## src/rtl/datapath_seq.sv

```systemverilog
// ---------------------------------------------------------------------------
// datapath_seq
//
// Self-sequencing register-to-register datapath. A command is accepted on a
// cmd_valid/cmd_ready handshake. An internal FSM then walks it through
// register read (A, then B), shift/ALU, status update and writeback. No
// per-cycle external control is needed.
//
// Parameters
//   W   datapath width (W >= 4)
//   AW  register address width; the register file holds 2**AW words
//
// Ports
//   clk, reset          rising-edge clock, synchronous active-high reset
//   cmd_valid/ready     command handshake; ready only while idle
//   cmd_rd/rn/rm        destination / A-source / B-source register
//   cmd_aluop           00 ADD, 01 SUB (A-B), 10 AND, 11 NOT B
//   cmd_shift           B shift: 00 none, 01 lsl1, 10 lsr1, 11 asr1
//   cmd_asel            force A operand to zero
//   cmd_bsel            use cmd_imm as B operand (shifter bypassed)
//   cmd_imm             immediate
//   cmd_movi            write cmd_imm to rd, skipping the ALU
//   cmd_wb              write the ALU result to rd
//   cmd_loads           update status flags
//   done                one-cycle completion pulse
//   datapath_out        result (C) register
//   Z_out, N_out, V_out status flags
//
// Build option
//   DATAPATH_SEQ_NV_EN  when defined, N and V are computed and stored next
//                       to Z. Otherwise only Z exists, and N_out/V_out are 0.
// ---------------------------------------------------------------------------
module datapath_seq #(
    parameter int W  = 16,
    parameter int AW = 3
) (
    input  logic          clk,
    input  logic          reset,
    input  logic          cmd_valid,
    output logic          cmd_ready,
    input  logic [AW-1:0] cmd_rd,
    input  logic [AW-1:0] cmd_rn,
    input  logic [AW-1:0] cmd_rm,
    input  logic [1:0]    cmd_aluop,
    input  logic [1:0]    cmd_shift,
    input  logic          cmd_asel,
    input  logic          cmd_bsel,
    input  logic [W-1:0]  cmd_imm,
    input  logic          cmd_movi,
    input  logic          cmd_wb,
    input  logic          cmd_loads,
    output logic          done,
    output logic [W-1:0]  datapath_out,
    output logic          Z_out,
    output logic          N_out,
    output logic          V_out
);

    typedef enum logic [2:0] {
        S_IDLE  = 3'd0,
        S_LOADA = 3'd1,
        S_LOADB = 3'd2,
        S_EXEC  = 3'd3,
        S_WB    = 3'd4
    } state_t;

    localparam int NREGS = 2 ** AW;

    // B operand shifter
    function automatic logic signed [W-1:0] shift_b(
        input logic signed [W-1:0] b,
        input logic [1:0]          sh
    );
        case (sh)
            2'b01:   shift_b = b <<< 1;
            2'b10:   shift_b = $signed($unsigned(b) >> 1);
            2'b11:   shift_b = b >>> 1;
            default: shift_b = b;
        endcase
    endfunction

    // ALU, arithmetic wraps mod 2**W
    function automatic logic signed [W-1:0] alu_f(
        input logic signed [W-1:0] a,
        input logic signed [W-1:0] b,
        input logic [1:0]          op
    );
        case (op)
            2'b00:   alu_f = a + b;
            2'b01:   alu_f = a - b;
            2'b10:   alu_f = a & b;
            default: alu_f = ~b;
        endcase
    endfunction

`ifdef DATAPATH_SEQ_NV_EN
    // Signed overflow: operands that agree in sign (ADD) or differ (SUB)
    // produce a result whose sign differs from A.
    function automatic logic ovf_f(
        input logic signed [W-1:0] a,
        input logic signed [W-1:0] b,
        input logic signed [W-1:0] r,
        input logic [1:0]          op
    );
        case (op)
            2'b00:   ovf_f = (a[W-1] == b[W-1]) && (r[W-1] != a[W-1]);
            2'b01:   ovf_f = (a[W-1] != b[W-1]) && (r[W-1] != a[W-1]);
            default: ovf_f = 1'b0;
        endcase
    endfunction
`endif

    state_t state, state_next;
    logic   done_next;
    logic   accept;

    logic [AW-1:0]        rd_p0, rn_p0, rm_p0;
    logic [1:0]           aluop_p0, shift_p0;
    logic                 asel_p0, bsel_p0, movi_p0, wb_p0, loads_p0;
    logic signed [W-1:0]  imm_p0;

    logic signed [W-1:0]  a_p1, b_p1;
    logic signed [W-1:0]  ain_p1, bin_p1, alu_p1;

    logic signed [W-1:0]  c_p2;
    logic                 z_p2;
`ifdef DATAPATH_SEQ_NV_EN
    logic                 n_p2, v_p2;
`endif

    logic signed [W-1:0]  regs [0:NREGS-1];

    assign cmd_ready = (state == S_IDLE);
    assign accept    = cmd_valid & cmd_ready;

    // Sequencer
    always_comb begin
        state_next = state;
        done_next  = 1'b0;
        unique case (state)
            S_IDLE:  if (accept) state_next = cmd_movi ? S_WB : S_LOADA;
            S_LOADA: state_next = S_LOADB;
            S_LOADB: state_next = S_EXEC;
            S_EXEC: begin
                state_next = wb_p0 ? S_WB : S_IDLE;
                done_next  = ~wb_p0;
            end
            S_WB: begin
                state_next = S_IDLE;
                done_next  = 1'b1;
            end
            default: state_next = S_IDLE;
        endcase
    end

    always_ff @(posedge clk) begin
        if (reset) begin
            state <= S_IDLE;
            done  <= 1'b0;
        end else begin
            state <= state_next;
            done  <= done_next;
        end
    end

    // ---- stage p0: command latch ----
    always_ff @(posedge clk) begin
        if (reset) begin
            rd_p0    <= '0;
            rn_p0    <= '0;
            rm_p0    <= '0;
            aluop_p0 <= '0;
            shift_p0 <= '0;
            asel_p0  <= 1'b0;
            bsel_p0  <= 1'b0;
            movi_p0  <= 1'b0;
            wb_p0    <= 1'b0;
            loads_p0 <= 1'b0;
            imm_p0   <= '0;
        end else if (accept) begin
            rd_p0    <= cmd_rd;
            rn_p0    <= cmd_rn;
            rm_p0    <= cmd_rm;
            aluop_p0 <= cmd_aluop;
            shift_p0 <= cmd_shift;
            asel_p0  <= cmd_asel;
            bsel_p0  <= cmd_bsel;
            movi_p0  <= cmd_movi;
            wb_p0    <= cmd_wb;
            loads_p0 <= cmd_loads;
            imm_p0   <= cmd_imm;
        end
    end

    // ---- stage p1: operand select and ALU ----
    always_comb begin
        ain_p1 = asel_p0 ? '0 : a_p1;
        bin_p1 = bsel_p0 ? imm_p0 : shift_b(b_p1, shift_p0);
        alu_p1 = alu_f(ain_p1, bin_p1, aluop_p0);
    end

    // ---- stage p2: result, status and register file ----
    // Register reads are asynchronous and happen in LOADA/LOADB, always
    // before the WB write of the same command, so rd == rn/rm sees old data.
    always_ff @(posedge clk) begin
        if (reset) begin
            a_p1 <= '0;
            b_p1 <= '0;
            c_p2 <= '0;
            z_p2 <= 1'b0;
`ifdef DATAPATH_SEQ_NV_EN
            n_p2 <= 1'b0;
            v_p2 <= 1'b0;
`endif
            for (int i = 0; i < NREGS; i++) regs[i] <= '0;
        end else begin
            if (state == S_LOADA) a_p1 <= regs[rn_p0];
            if (state == S_LOADB) b_p1 <= regs[rm_p0];
            if (state == S_EXEC) begin
                c_p2 <= alu_p1;
                if (loads_p0) begin
                    z_p2 <= (alu_p1 == '0);
`ifdef DATAPATH_SEQ_NV_EN
                    n_p2 <= alu_p1[W-1];
                    v_p2 <= ovf_f(ain_p1, bin_p1, alu_p1, aluop_p0);
`endif
                end
            end
            // movi writes the immediate directly and leaves C and flags alone
            if (state == S_WB) regs[rd_p0] <= movi_p0 ? imm_p0 : c_p2;
        end
    end

    assign datapath_out = c_p2;
    assign Z_out        = z_p2;
`ifdef DATAPATH_SEQ_NV_EN
    assign N_out        = n_p2;
    assign V_out        = v_p2;
`else
    assign N_out        = 1'b0;
    assign V_out        = 1'b0;
`endif

endmodule

```

## config.mk

```make
export PLATFORM = sky130hd
export DESIGN_NAME = datapath_seq
export DESIGN_NICKNAME = d
export VERILOG_FILES = /design/src/rtl/datapath_seq.sv
export SDC_FILE = /design/constraint.sdc
export NUM_CORES = 1
export LEC_CHECK = 0
export CAP_MARGIN = 15
export CORE_MARGIN = 4
export CORE_UTILIZATION = 55
export DETAILED_ROUTE_END_ITERATION = 8
export PLACE_DENSITY = 0.88
export SYNTH_ARGS = -nofsm -noshare
export SYNTH_HDL_FRONTEND = slang
export SYNTH_SLANG_ARGS = --single-unit
```

## constraint.sdc

```tcl
create_clock -name clk -period 3.9 [get_ports clk]
set_input_delay 0.39 -clock clk [delete_from_list [all_inputs] [get_ports clk]]
set_output_delay 0.39 -clock clk [all_outputs]
set_load 0.1 [all_outputs]
```

# --- Yosys cells after proc, flatten, opt, wreduce, memory -nomap -nowiden ---
# Memories as Yosys holds them, arrays and structs flattened. A register that Yosys moved wholly into a read port is not among the register bits.
# Cells that the tools add are included.
totals:
  regBits: 55
  ram_bits: 128
  inputBits: 37
  out_inout_bits: 21
  word_cells: 55
  mem_count: 1
classes:
  n_addsub: 2
  eq_ne: 10
  muxes: 18
  bitwise: 4
  n_reduce_logical: 5
memory_table:
  columns: ["memory", "words", "width", "rd", "rd_clocked_by_memory_dff", "wr", "line_no", "source"]
  rows:
  - ["regs", 8, 16, 2, 2, 8, "131", "logic signed [W-1:0] regs [0:NREGS-1];"]
op_table:
  columns: ["cell", "count"]
  rows:
  - ["$pmux W16 S3", 2]
  - ["$mux W16", 4]
  - ["$add A16 B16 Y16", 1]
  - ["$and A16 B16 Y16", 1]
  - ["$logic_not A16 Y1", 1]
  - ["$not A16 Y16", 1]
  - ["$reduce_or A16 Y1", 1]
  - ["$sub A16 B16 Y16", 1]
  - ["$mux W3", 4]
  - ["$pmux W3 S4", 1]
  - ["$eq A2 B2 Y1 const B", 3]
  - ["$eq A3 B2 Y1 const B", 2]
  - ["$mux W1", 6]
  - ["$eq A2 B1 Y1 const B", 2]
  - ["$eq A3 B1 Y1 const B", 1]
  - ["$eq A3 B3 Y1 const B", 1]
  - ["$logic_not A3 Y1", 1]
  - ["$logic_not A2 Y1", 1]
  - ["$ne A2 B1 Y1 const B", 1]
  - ["$pmux W1 S2", 1]
  - ["$reduce_and A2 Y1", 1]
  - ["$and A1 B1 Y1", 1]
  - ["$not A1 Y1", 1]

# --- Depth between registers and ports, before layout ---
# Gate-level depths: netlist of run 1.
logic_depth:
  depth_word: 6
  depth_mapped: 19
  mapped_depth_nobuf: 18

# --- Worst setup path before layout of run 1 ---
# Ideal clock, no wire load.
synth_timing:
  path_type: "register -> register"
  start: "reg bsel_p0"
  end: "reg z_p2 (netlist: Z_out)"
  setup_ns: 0.084
  arrival_ns: 3.696
  required_time_ns: 3.816
  setup_slack_ns: 0.120
  path_stages_with_launch: 17
  path_buffers: 1
  synth_period_minus_slack_ns: 3.780
  cell_sequence: "dfxtp_1 -> buf_2 -> nor3b_1 -> a221oi_1 -> inv_1 -> ha_1 -> nor2_1 -> a21oi_1 -> fa_1 -> nor2b_1 -> o221a_2 -> mux2_2 -> nor4_1 -> nand4_1 -> nor3_1 -> nand4_1 -> o31ai_2"
synth_via:
  elab_chain_cells: 4
  elab_cells_between_ends: 7
  cone_classes: "add/sub: 2; mux: 2; bitwise: 2; reduce/logical: 1"
synth_rtl:
  columns: ["element", "line_no", "source"]
  rows:
  - ["start: declaration", "119", "logic asel_p0, bsel_p0, movi_p0, wb_p0, loads_p0;"]
  - ["start signal: assignment", "187", "bsel_p0 <= cmd_bsel;"]
  - ["$mux W16 *", "198", "bin_p1 = bsel_p0 ? imm_p0 : shift_b(b_p1, shift_p0);"]
  - ["$sub A16 B16 Y16 (tied with other cells)", "90", "2'b01: alu_f = a - b;"]
  - ["$pmux W16 S3 *", "88", "case (op)"]
  - ["$logic_not A16 Y1 *", "222", "z_p2 <= (alu_p1 == '0);"]
  - ["end signal: assignment", "222", null]
  - ["end: declaration", "126", "logic z_p2;"]
# Every way passes the cells marked *; elsewhere a longest branch is shown, timed or not.
# A chain may end at the register's enable or synchronous reset.

# --- Final worst setup path of run 1 ---
layout_timing:
  start: "reg shift_p0[1]"
  end: "reg c_p2[15] (netlist: datapath_out[15])"
layout_via:
  elab_chain_cells: 5
  elab_cells_between_ends: 10
  cone_classes: "add/sub: 2; eq/ne: 3; mux: 3; bitwise: 2"
layout_rtl:
  columns: ["element", "line_no", "source"]
  rows:
  - ["start: declaration", "118", "logic [1:0] aluop_p0, shift_p0;"]
  - ["start signal: assignment", "185", "shift_p0 <= cmd_shift;"]
  - ["$eq A2 B2 Y1 / $eq A2 B1 Y1 (equally long branches)", "74", "case (sh)"]
  - ["$pmux W16 S3 *", "74", null]
  - ["$mux W16 *", "198", null]
  - ["$sub A16 B16 Y16 (tied with other cells)", "90", null]
  - ["$pmux W16 S3 *", "88", null]
  - ["end signal: assignment", "220", "c_p2 <= alu_p1;"]
  - ["end: declaration", "125", "logic signed [W-1:0] c_p2;"]
# Marked as above.

==> metrics.cfg, run 1 <==
[logic_synthesis]
synth_compound_area_share_pct=11.2
synthAdderAreaFrac_pct=1.95
ys_warn_count=0
synth-edff-count=128
synth-seq-cells=215
yosys.area_share.simple_pct=16.8
async_flop_share_pct=0
synth_cell_types=72
synthMuxAreaShare_pct=18.5
syn_area_per_cell_um2=10.7
syn_inst=1119
syn_area_um2=11900
ys.flop_type=edfxtp_1
synth_top_family_by_area=multiplexers
ys_seq_area_share_pct=46.7
yosys.area_share.xor_xnor_pct=1.47

[setup_path]
worst-path-buf-inv=2
critPathMaxStageDelay_ns=0.38
cp.arrival_ns=4.31
cp-start-kind=flip-flop
path_max_fanout=6
critPathTopFamily=compound AO/OA/AOI/OAI gates
path_class=flip-flop to flip-flop
slowest_stage=or3b_1
end_kind=flip-flop
reg2reg_slack_ns=0.04
cp_cell_sequence=or3b_1, a21o_1, ha_4, nand4_1, o21ai_2, buf_4, xnor2_1, ha_1, buf_4, o21a_1, o211ai_1, a311o_1, a21oi_2, o211ai_1, a211o_1, mux2_1, a31oi_1
worstPathRequired_ns=4.35

[clock_network]
cts_root_buffer=clkbuf_16
clock_latency_ns=0.54
postCtsHoldBufs=0
h-tree-depth=1
cts.sinks=215
cts_max_path_buffers=3
cts_buffers=23
clk_pin_slew_worst_paths_ns=0.06
cts_tree=yes

[sta]
grt_setup_unrepaired=true
slew_violations=0
worst_pin_slew_ns=1.23
setup_violations=0
finalHoldViolations=0
finalCritPeriodShare_pct=99.1
fin_crit_ns=3.86
clock.fmax_mhz=259
relSlewSlack_pct=17.6
clock_skew_ns=0.0237

[global_route]
track_usage_pct=27.3
grt_pass1_vias=9553
antenna_found_initial=0
grt_pass1_wl_mm=51.8
grt_start_max_net_pins=62
overflow=0

[detailed_routing]
drc=0
wirelength_mm=33.9
vias=9542
drtAntennaViolNets=0
wl_per_cell_um=22.9
drt_iter0_markers=1080
viasPerCell=6.44
dr.pass1.iters=6

[floorplanning]
num_io_pins=58
die_w_um=155
die_h_um=155
fp.dieArea_um2=24100
core.rowCount=53
start_util_pct=56.3
core_um2=21200

[cells_and_area]
layout_common_cells=nor2_1, edfxtp_1, nand2_1
area_delta_synth_final_pct=17.6
nFillCells=1525
antennaDiodeCount=0
final_core_util_pct=66.2
layout_commonest_cell=nor2_1
finalNetCount=1245
drive_above_1_share_pct=19.3

[hold_path]
hp-class=input pin to flip-flop

[placement]
place_hpwl_mm=23.0
port_buffers=55
gp_congestion=0.949

[power]
ir_drop_uv=385
p_per_area_nw_per_um2=518
leakagePower_nw=4.80
total_power_mw=7.27

[outcome]
outcome=finished, final reports clean

[flow_run]
maxCapViolCount=0

metrics by stage:
step	TNS, ns	cells	worst slack, ns	cell area, um2	hold slack (ns)
2_1_floorplan	0	1120	0.120	12000	0.444
3_3_place_gp	0	1436	0.0464	13000	0.453
3_5_place_dp	-0.0698	1436	-0.0698	13000	0.457
4_1_cts	0	1478	0.0146	13900	0.381
5_1_grt	-0.354	1482	-0.150	14000	0.397
6_report	0	1482	0.0369	14000	0.384
layer usage:
layer	global-route usage [%]	vias up	routed length, um
li1	-	4273	-
met1	34.5	4631	12800
met5	0	-	0
met3	3.89	126	2640
met2	47.4	512	17000
met4	10.7	0	1490
cell type report:
type / count / area [um2] / share of cell area, %
well taps: 275 / 344 / 2.45
repair buffers: 126 / 1100 / 7.81
clock inverters: 16 / 213 / 1.51
multi-input cells: 805 / 6110 / 43.5
flip-flops and latches: 215 / 5600 / 39.9
clock buffers: 26 / 607 / 4.32
inverters: 19 / 71.3 / 0.508
worst paths after layout:
path	startpoint	endpoint	cells past startpoint
max	shift_p0[1]	datapath_out[15]	17
min	cmd_rm[1]	rm_p0[1]	3
max reg2reg	shift_p0[1]	datapath_out[15]	17
min reg2reg	imm_p0[6]	imm_p0[6]	2
timing repair:
action / 4_1_cts / 5_1_grt
buffers inserted: 0 / 3
gates resized for setup: 3 / 36
pin swaps: 0 / 9
endpoints found under the setup margin: 2 / 6
report_power, final:
| part | internal, mW | leakage, nW | switching [mW] |
|---|---|---|---|
| logic | 1.02 | 2.38 | 1.20 |
| registers | 2.52 | 2.04 | 0.158 |
| clock network | 1.40 | 0.386 | 0.967 |
state kept, by name, indices dropped and copies added, names as in the netlist:
register / count
regs: 128
a_p1: 16
b_p1: 16
datapath_out: 16
imm_p0: 16
rd_p0: 3
rm_p0: 3
rn_p0: 3
state: 3
aluop_p0: 2
shift_p0: 2
Z_out: 1
asel_p0: 1
bsel_p0: 1
done: 1
loads_p0: 1
movi_p0: 1
wb_p0: 1
cells by family after synthesis:
group                    count (synthesis)
AO/OA/AOI/OAI                          184
XOR/XNOR                                20
adder cells (fa/ha/maj)                 18
buffers and inverters                  100
flip-flops                             215
multiplexers                           139
other                                    1
AND/OR/NAND/NOR                        442
worst reg2reg max path, delay by kind of cell (launching register included):
kind / cells / cell delay, ns
multiplexers: 1 / 0.29
AO/OA/AOI/OAI: 9 / 1.70
AND/OR/NAND/NOR: 2 / 0.49
flip-flops: 1 / 0.35
buffers and inverters: 2 / 0.29
adder cells (fa/ha/maj): 2 / 0.53
XOR/XNOR: 1 / 0.12
synth_stat cells, drive strengths merged (19+ instances only):
cell      n  area share, %
nor3     19           0.80
clkbuf   62            1.9
dfxtp    87             15
buf      19           0.83
a21oi    54            2.3
mux2i    65            5.4
nand2b   21            1.1
mux4     64             12
nor2    214            6.8
edfxtp  128             32
nor2b    28            1.5
a211oi   40            2.5
nand2   104            3.3
Note: power is estimated with default switching activity, not from simulation.
==> run 2, diff against run 1 <==
--- a/config.mk
+++ b/config.mk
@@ -13,3 +13,4 @@
 export SYNTH_ARGS = -nofsm -noshare
 export SYNTH_HDL_FRONTEND = slang
 export SYNTH_SLANG_ARGS = --single-unit
+export TNS_END_PERCENT = 20
==> metrics.cfg, run 2 (synthesized netlist as in run 1, its figures left out) <==
[placement]
port_buffers=55
dpl_worst_slack_ns=-0.0698
place_hpwl_mm=23.0
gp_congestion=0.949
place_inst=1436

[flow_run]
maxCapViolCount=0

[detailed_routing]
drc=0
vias=9549
drtAntennaViolNets=0
dr.pass1.iters=6
wirelength_mm=33.9
drt_iter0_markers=1099
wl_per_cell_um=22.9
viasPerCell=6.44

[global_route]
grtUsageMet2_pct=47.4
overflow=0
met3_usage_pct=3.89
track_usage_pct=27.3
grt_pass1_wl_mm=51.8
grt_start_max_net_pins=62
busiest_layer=met2
grt.met1_usage_pct=34.5
antenna_found_initial=0
grt_pass1_vias=9553

[clock_network]
cts_max_path_buffers=3
cts_buffers=23
cts_root_buffer=clkbuf_16
clock_latency_ns=0.54
h-tree-depth=1
cts_tree=yes
clk_pin_slew_worst_paths_ns=0.06
cts.sinks=215
postCtsHoldBufs=0

[setup_path]
cp-start-kind=flip-flop
path_class=flip-flop to flip-flop
end_kind=flip-flop
worstPathRequired_ns=4.35
cp.arrival_ns=4.27
path_max_fanout=7

[sta]
finalCritPeriodShare_pct=98.0
slew_violations=0
setup_violations=0
worst_pin_slew_ns=1.24
hold_slack_ns=0.388
worst_slack_ns=0.0777
clock_skew_ns=0.0205
grt_setup_unrepaired=true
clock.fmax_mhz=262
relSlewSlack_pct=17.4
fin_crit_ns=3.82
finalHoldViolations=0

[cells_and_area]
regMostFlops=regs
instances_no_fill=1482
layout_commonest_cell=nor2_1
nFillCells=1525
area_delta_synth_final_pct=17.6
drive_above_1_share_pct=19.4
antennaDiodeCount=0
largest_register_ffs=128
layout_common_cells=nor2_1, edfxtp_1, nand2_1
finalNetCount=1245

[floorplanning]
core_um2=21200
core.rowCount=53
die_h_um=155
fp.dieArea_um2=24100
die_w_um=155
start_util_pct=56.3
num_io_pins=58

[power]
power.switching_mw=2.33
ir_drop_uv=382
p_int_mw=4.94
combPwrFrac_pct=30.6
power.share.sequential_pct=36.9
switching_share_pct=32.0
leakagePower_nw=4.80
p_clk_share_pct=32.5
p_per_area_nw_per_um2=518

[outcome]
outcome=finished, final reports clean

[hold_path]
hp-class=input pin to flip-flop

==> run 2: through the flow <==
step | setup TNS, ns | cell area [um2] | util [%] | total power [mW]
after floorplan | 0 | 12000 | - | 4.11
after global placement | 0 | 13000 | 61.4 | 4.74
after detailed placement | -0.0698 | 13000 | 61.4 | 4.77
after CTS | 0 | 13900 | 65.3 | 7.14
after global routing | -0.304 | 14000 | 66.2 | 7.57
final | 0 | 14000 | 66.2 | 7.27
==> run 2: timing repair <==
action                                 in CTS  in global routing
gates resized for setup                     3                 37
pin swaps                                   0                 10
buffers inserted                            0                  3
setup endpoints to repair                   2                  6
endpoints found under the hold margin       0                  0
==> run 2: final timing paths <==
path | startpoint | endpoint | depth (start not counted) | slack [ns]
min | cmd_rm[1] | rm_p0[1] | 3 | 0.39
max reg2reg | shift_p0[0] | Z_out | 17 | 0.08
max | shift_p0[0] | Z_out | 17 | 0.08
min reg2reg | imm_p0[6] | imm_p0[6] | 2 | 0.47
==> run 2: critical path, stage by stage, from the launching register on <==
cell and delay [ns]:
dfxtp_4 0.39, mux2i_1 0.25, a221oi_2 0.10, inv_1 0.13, ha_4 0.15, nand4_1 0.12
o21ai_2 0.21, o21a_1 0.22, o21ai_2 0.08, xor2_1 0.15, ha_1 0.36, a21oi_1 0.24
o21ai_0 0.11, a21o_1 0.20, or3_1 0.39, a311oi_1 0.31, nand4_1 0.15, o31ai_2 0.18
==> run 2: final cells by class <==
cell class | count | area [um2] | share of cell area (%)
tap | 275 | 344 | 2.45
multi-input combinational | 805 | 6120 | 43.5
timing repair buffer | 126 | 1100 | 7.81
sequential | 215 | 5600 | 39.9
inverter | 19 | 71.3 | 0.508
clock buffer | 26 | 607 | 4.32
clock inverter | 16 | 213 | 1.51
==> run 2: metal layers <==
layer	part of all wire, %	routed length, um	vias to the layer above
li1	-	-	4272
met1	37	12700	4634
met2	50	17000	516
met3	8.0	2700	127
met4	4.5	1540	0
met5	0	0	-
==> run 2: power by group through the flow <==
stage	logic, mW	registers (mW)	clock network [mW]
6_report	2.23	2.68	2.36
5_1_grt	2.40	2.69	2.48
4_1_cts	2.07	2.68	2.38
3_5_place_dp	2.04	2.73	0
3_3_place_gp	2.02	2.72	0
2_1_floorplan	1.47	2.65	0
==> run 3, diff against run 2 <==
--- a/config.mk
+++ b/config.mk
@@ -6,11 +6,13 @@
 export NUM_CORES = 1
 export LEC_CHECK = 0
 export CAP_MARGIN = 15
+export CELL_PAD_IN_SITES_DETAIL_PLACEMENT = 1
+export CELL_PAD_IN_SITES_GLOBAL_PLACEMENT = 1
 export CORE_MARGIN = 4
-export CORE_UTILIZATION = 55
+export CORE_UTILIZATION = 44
 export DETAILED_ROUTE_END_ITERATION = 8
-export PLACE_DENSITY = 0.88
+export PLACE_DENSITY = 0.87
 export SYNTH_ARGS = -nofsm -noshare
 export SYNTH_HDL_FRONTEND = slang
 export SYNTH_SLANG_ARGS = --single-unit
-export TNS_END_PERCENT = 20
+export TNS_END_PERCENT = 5
==> metrics.cfg, run 3 (synthesized netlist as in run 1, its figures left out) <==
[cells_and_area]
largest_register_ffs=128
layout_commonest_cell=nor2_1
regMostFlops=regs
instances_no_fill=1575
layout_common_cells=nor2_1, edfxtp_1, nand2_1
finalNetCount=1273
design_area_um2=14300
area_delta_synth_final_pct=19.7
antennaDiodeCount=0
drive_above_1_share_pct=21.2
nFillCells=2838

[clock_network]
h-tree-depth=1
cts_root_buffer=clkbuf_16
cts_max_path_buffers=3
cts_buffers=25
clock_latency_ns=0.53
cts_tree=yes
cts.sinks=215
clk_pin_slew_worst_paths_ns=0.06

[setup_path]
r2r_start=shift_p0[0]
cp.depth=17
worst-path-buf-inv=2
cp_cell_sequence=mux2i_2, a221oi_2, inv_1, ha_2, nand4_1, o21ai_2, o21a_1, xor2_1, ha_2, a21o_1, nor2b_1, buf_4, or4_1, nand3_2, nor4b_1, a41oi_1, o31ai_2
startpoint=shift_p0[0]
critPathMaxStageDelay_ns=0.52
slowest_stage=or4_1
path_max_fanout=7
crit_top_cell=ha_2
worstPathRequired_ns=4.31
cp-start-kind=flip-flop
reg2reg_slack_ns=0.01
end_kind=flip-flop
reg2regPathDepth=17
cp-endpoint=Z_out
cp.arrival_ns=4.29
critPathTopFamily=compound AO/OA/AOI/OAI gates
r2r_end=Z_out
path_class=flip-flop to flip-flop

[detailed_routing]
drc=0
drt_iter0_markers=855
drtAntennaViolNets=0
viasPerCell=6.30
dr.pass1.iters=5
vias=9927
wirelength_mm=41.5
wl_per_cell_um=26.4

[placement]
dpl_worst_slack_ns=-0.178
gp_congestion=0.897
place_hpwl_mm=28.5
dpl-instance-area_um2=13300
port_buffers=55
place_inst=1521

[sta]
finalHoldViolations=0
fin_crit_ns=3.89
worst_slack_ns=0.0137
clock_skew_ns=0.0102
slew_violations=0
grt_setup_unrepaired=true
clock.fmax_mhz=257
hold_slack_ns=0.202
relSlewSlack_pct=16.3
finalCritPeriodShare_pct=99.6
setup_violations=0
worst_pin_slew_ns=1.25

[floorplanning]
fp.dieArea_um2=29900
start_util_pct=44.6
die_h_um=173
die_w_um=173
num_io_pins=58
core_um2=26800
core.rowCount=60

[outcome]
outcome=finished, final reports clean

[power]
p_int_mw=4.90
p_clk_share_pct=29.7
total_power_mw=7.36
power.switching_mw=2.46
ir_drop_uv=333
switching_share_pct=33.5
combPwrFrac_pct=33.8
power.share.sequential_pct=36.5
leakagePower_nw=4.93
p_per_area_nw_per_um2=515

[global_route]
antenna_found_initial=0
grt_pass1_wl_mm=62.3
track_usage_pct=26.7
overflow=0
grt_start_max_net_pins=48
grt_pass1_vias=10600

[flow_run]
maxCapViolCount=0

[hold_path]
hp-class=input pin to flip-flop
min_delay_path_depth=2

## run 3: cell types whose count changed in the layout (fill, tap and decap cells not counted), sizes merged
cell and change:
buf +26, inv -2, bufinv -4, clkinv +4
clkinvlp -4, clkbuf +7
## run 3: worst min-delay path by stage
stage                           from                to  slack [ns]
after floorplan           imm_p0[10]        imm_p0[10]        0.44
after global placement      rd_p0[0]          rd_p0[0]        0.46
after detailed placement   imm_p0[5]         imm_p0[5]        0.47
after CTS                      reset       shift_p0[0]        0.19
after global routing           reset  datapath_out[14]        0.22
final                          reset       shift_p0[0]        0.20
## run 3: power groups by stage
stage	Sequential, mW	Clock (mW)	Combinational, mW
final	2.69	2.19	2.49
after global routing	2.70	2.29	2.67
after CTS	2.69	2.20	2.27
after detailed placement	2.73	0	2.21
after global placement	2.71	0	2.15
after floorplan	2.65	0	1.47
## run 3: through the flow
step	TNS [ns]	util (%)
finish	0	53.4
global placement	-0.0792	49.5
floorplan	0	-
CTS	0	52.5
detailed placement	-0.470	49.5
global route	-0.407	53.4
## run 3: final cells by class
cell class | count | area (um2) | area share (%)
flip-flops and latches | 215 | 5600 | 39.2
clock inverters | 10 | 47.5 | 0.332
well taps | 341 | 427 | 2.98
inverters | 19 | 71.3 | 0.499
repair buffers | 152 | 1320 | 9.20
multi-input cells | 805 | 6150 | 43.0
clock buffers | 33 | 691 | 4.83
## run 3: worst register-to-register path, delay by kind of cell (launching register included)
family / cells / cell delay, ns
flip-flops: 1 / 0.40
buffers and inverters: 2 / 0.24
AO/OA/AOI/OAI: 6 / 1.13
adder cells (fa/ha/maj): 2 / 0.55
multiplexers: 1 / 0.24
XOR/XNOR: 1 / 0.20
AND/OR/NAND/NOR: 5 / 0.99
## run 3: timing repair
item	in CTS	in global routing
setup buffers	2	8
hold buffers	0	0
gates cloned	0	0
gates resized for setup	11	39
pin swaps	4	20
setup endpoints to repair	5	7
## run 3: metal layers
layer	GRT usage [%]	part of all wire (%)
met5	0	0
met4	9.94	4.1
met3	4.48	6.7
met2	48.0	52
met1	32.2	38
==> RTL change (config.mk and constraints of run 3) <==
Change the parameter `AW` from 3 to 5.
--- a/src/rtl/datapath_seq.sv
+++ b/src/rtl/datapath_seq.sv
@@ -34,3 +34,3 @@
     parameter int W  = 16,
-    parameter int AW = 3
+    parameter int AW = 5
 ) (
Interface: changed (resized cmd_rd, cmd_rm and cmd_rn); port bits go from 58 to 64. No check against the original RTL was run, so the function may have changed too.
==> RTL change against run 3 <==
Final cell count grew 120%. Combinational power grew 48%. Setup slack lost 0.033 ns. Critical path type unchanged. Clock power grew to 2.7 times the old value. The run now ends with negative setup slack left. Sequential power grew to 2.8 times the old value. Power grew 130%. Design area grew to 2.5 times the old value. Routed wire length grew to 2.6 times the old value. Sequential cell count grew 390. Highest routed layer is now met5. Area after synthesis grew to 2.6 times the old value.
==> RTL change: results (changes against run 3) <==
- Max reg flops: 512 (+300%)
- Final setup margin: -0.0190 ns (-0.0327 ns)
- DR pass1 iterations: 5 (unchanged)
- All-layer global routing usage: 28.9% (+2.2 points)
- DR vias: 22552 (+130%)
- CTS clk-pin slew, worst paths: 0.06 ns (about the same)
- Initial antenna violation count: 4 (+4)
- Post-route setup TNS: -0.0190 ns (-0.0190 ns)
- Iter 0 DRT Violations: 3403 (+300%)
- Worst VDD drop: 0.000302 V (-9.2%)
- R2R Path End: Z_out$_SDFFE_PP0P_
- Synthesized instance count: 2349 (+110%)
- Worst Hold Class: in2reg
- Final setup fails: 1 (+1)
- Failing checks: negative setup slack
- Area after DPL: 0.0337 mm2 (+150%)
- PortBufs: 61 (+11%)
- Post-Layout Cell Count: 3399 (+120%)
- Main area contributors after synthesis: edfxtp_1, mux4_2, nor2_1, dfxtp_1, nand2_1
- Number of synthesized flops with an enable pin: 512 (+300%)
- Outcome: finished, violations left
- Post-placement cell count: 3283 (+120%)
- Post-DP HPWL: 75.0 mm (+160%)
- First-pass GRT wire length: 160 mm (+160%)
- Routed WL: 109 mm (+160%)
- Clock Latency Late Sink: 0.64 ns (+0.11 ns)
- CTS H-tree lvls: 3 (+2)
- Critical Path Fanout Max: 14 (+7)
- WHS Path Cells: 3 (+1)
- Slew headroom: 17.7% (+1.4 points)
- Grt met1 use: 38.2% (+6.0 points)
- Worst Hold Launch: cmd_imm[7]
- Total CTS buffers: 66 (+160%)
- Register area share after synthesis: 55.0% (+8.3 points)
- Largest net degree at the start of global routing: 91 (+90%)
- Met2 Resource Use GR: 45.6% (-2.4 points)
- Number of global-route vias before repair: 23247 (+120%)
- Root buf cell: clkbuf_16
- Worst reg-to-reg path cell count: 19 (+2)
- Most flop-heavy register: regs
- Max Clock Skew: 0.0300 ns (+0.0198 ns)
- Arr. time, crit path: 4.48 ns (+0.19 ns)
- Async SR Flop Fraction: 0% (unchanged)
- Share of layout cells above drive strength 1: 25.1% (+3.9 points)
- R2r startpoint: shift_p0[1]$_SDFFE_PP0P_
- Hold EP: imm_p0[7]$_SDFFE_PP0P_
- Clk buf depth: 3 (unchanged)
- RePlAce Congestion: 1.01 (+13%)
- Commonest cells in the synthesized netlist: nor2_1, edfxtp_1, mux4_2, nand2_1, clkbuf_1
- Nets: 2473 (+94%)
- Ant. Diodes: 0 (unchanged)
- Met3 usage: 6.35% (+1.9 points)
- Synth warn: 0 (unchanged)
- Distinct cells, synth: 67 (-6.9%)
- Leakage power: 11.4 nW (+130%)
==> RTL change: worst max-delay path: stages, from the launching register on <==
cell and delay [ns]:
dfxtp_1 0.31, buf_4 0.14, buf_6 0.15, nor2_1 0.21, a221oi_2 0.10, nand2b_1 0.19
ha_1 0.30, nor2_1 0.17, a21oi_2 0.07, fa_1 0.42, nor2b_1 0.18, o21ai_0 0.10
nand2b_1 0.10, xnor2_1 0.11, o21ai_0 0.13, or4b_2 0.73, nor4_2 0.15, buf_4 0.16
nand4_1 0.08, nand2_1 0.07
==> RTL change: repair_timing <==
item	4_1_cts	5_1_grt
setup buffers	1	0
hold endpoints to repair	0	0
pin swaps	6	4
setup endpoints to repair	20	56
gates resized for setup	15	13
==> RTL change: cell families (layout without fill, tap and decap cells) <==
kind of cell / after synthesis / after routing / share of synthesized area (%)
flops: 605 / 605 / 55.0
mux: 387 / 387 / 25.2
other cells: 1 / 2 / 0.0120
compound gates: 178 / 178 / 3.74
fa+ha+maj: 18 / 18 / 0.743
xor+xnor: 24 / 24 / 0.715
buf+inv: 243 / 352 / 2.99
simple gates: 893 / 893 / 11.6
==> RTL change: how the worst max path moves through the flow <==
stage / start / end / slack [ns] / cells after the start
after global placement: bsel_p0$_SDFFE_PP0P_ / datapath_out[15]$_SDFFE_PP0N_ / -0.17 / 17
after global routing: bsel_p0$_SDFFE_PP0P_ / Z_out$_SDFFE_PP0P_ / -0.23 / 17
after floorplan: shift_p0[0]$_SDFFE_PP0P_ / Z_out$_SDFFE_PP0P_ / 0.1 / 19
after CTS: bsel_p0$_SDFFE_PP0P_ / datapath_out[15]$_SDFFE_PP0N_ / -0.002 / 18
final: shift_p0[1]$_SDFFE_PP0P_ / Z_out$_SDFFE_PP0P_ / -0.02 / 19
after detailed placement: bsel_p0$_SDFFE_PP0P_ / datapath_out[15]$_SDFFE_PP0N_ / -0.21 / 18
==> RTL change: through the flow <==
stage          worst slack (ns)  hold WS (ns)
6_report                -0.0190         0.326
5_1_grt                  -0.228         0.337
4_1_cts                -0.00164         0.305
3_5_place_dp             -0.212         0.488
3_3_place_gp             -0.169         0.469
2_1_floorplan            0.0984         0.444
==> RTL change: layout make-up <==
class                      instances  area (um2)
fill                            6833       34400
sequential                       605       17300
multi-input combinational       1502       13500
timing repair buffer             211        1860
clock buffer                      88        1750
tap                              940        1180
clock inverter                    27         221
inverter                          26        97.6
==> RTL change: power by group <==
part	internal (mW)	total [mW]	switching [mW]	leakage, nW
combinational	1.69	3.68	1.98	4.43
clock	3.21	5.94	2.74	0.954
sequential	7.26	7.61	0.348	6.05
==> RTL change: metal layers <==
metal	routed length [um]	part of all wire (%)
met5	27	0.025
met4	6190	5.7
met3	12600	12
met2	51000	47
met1	39000	36
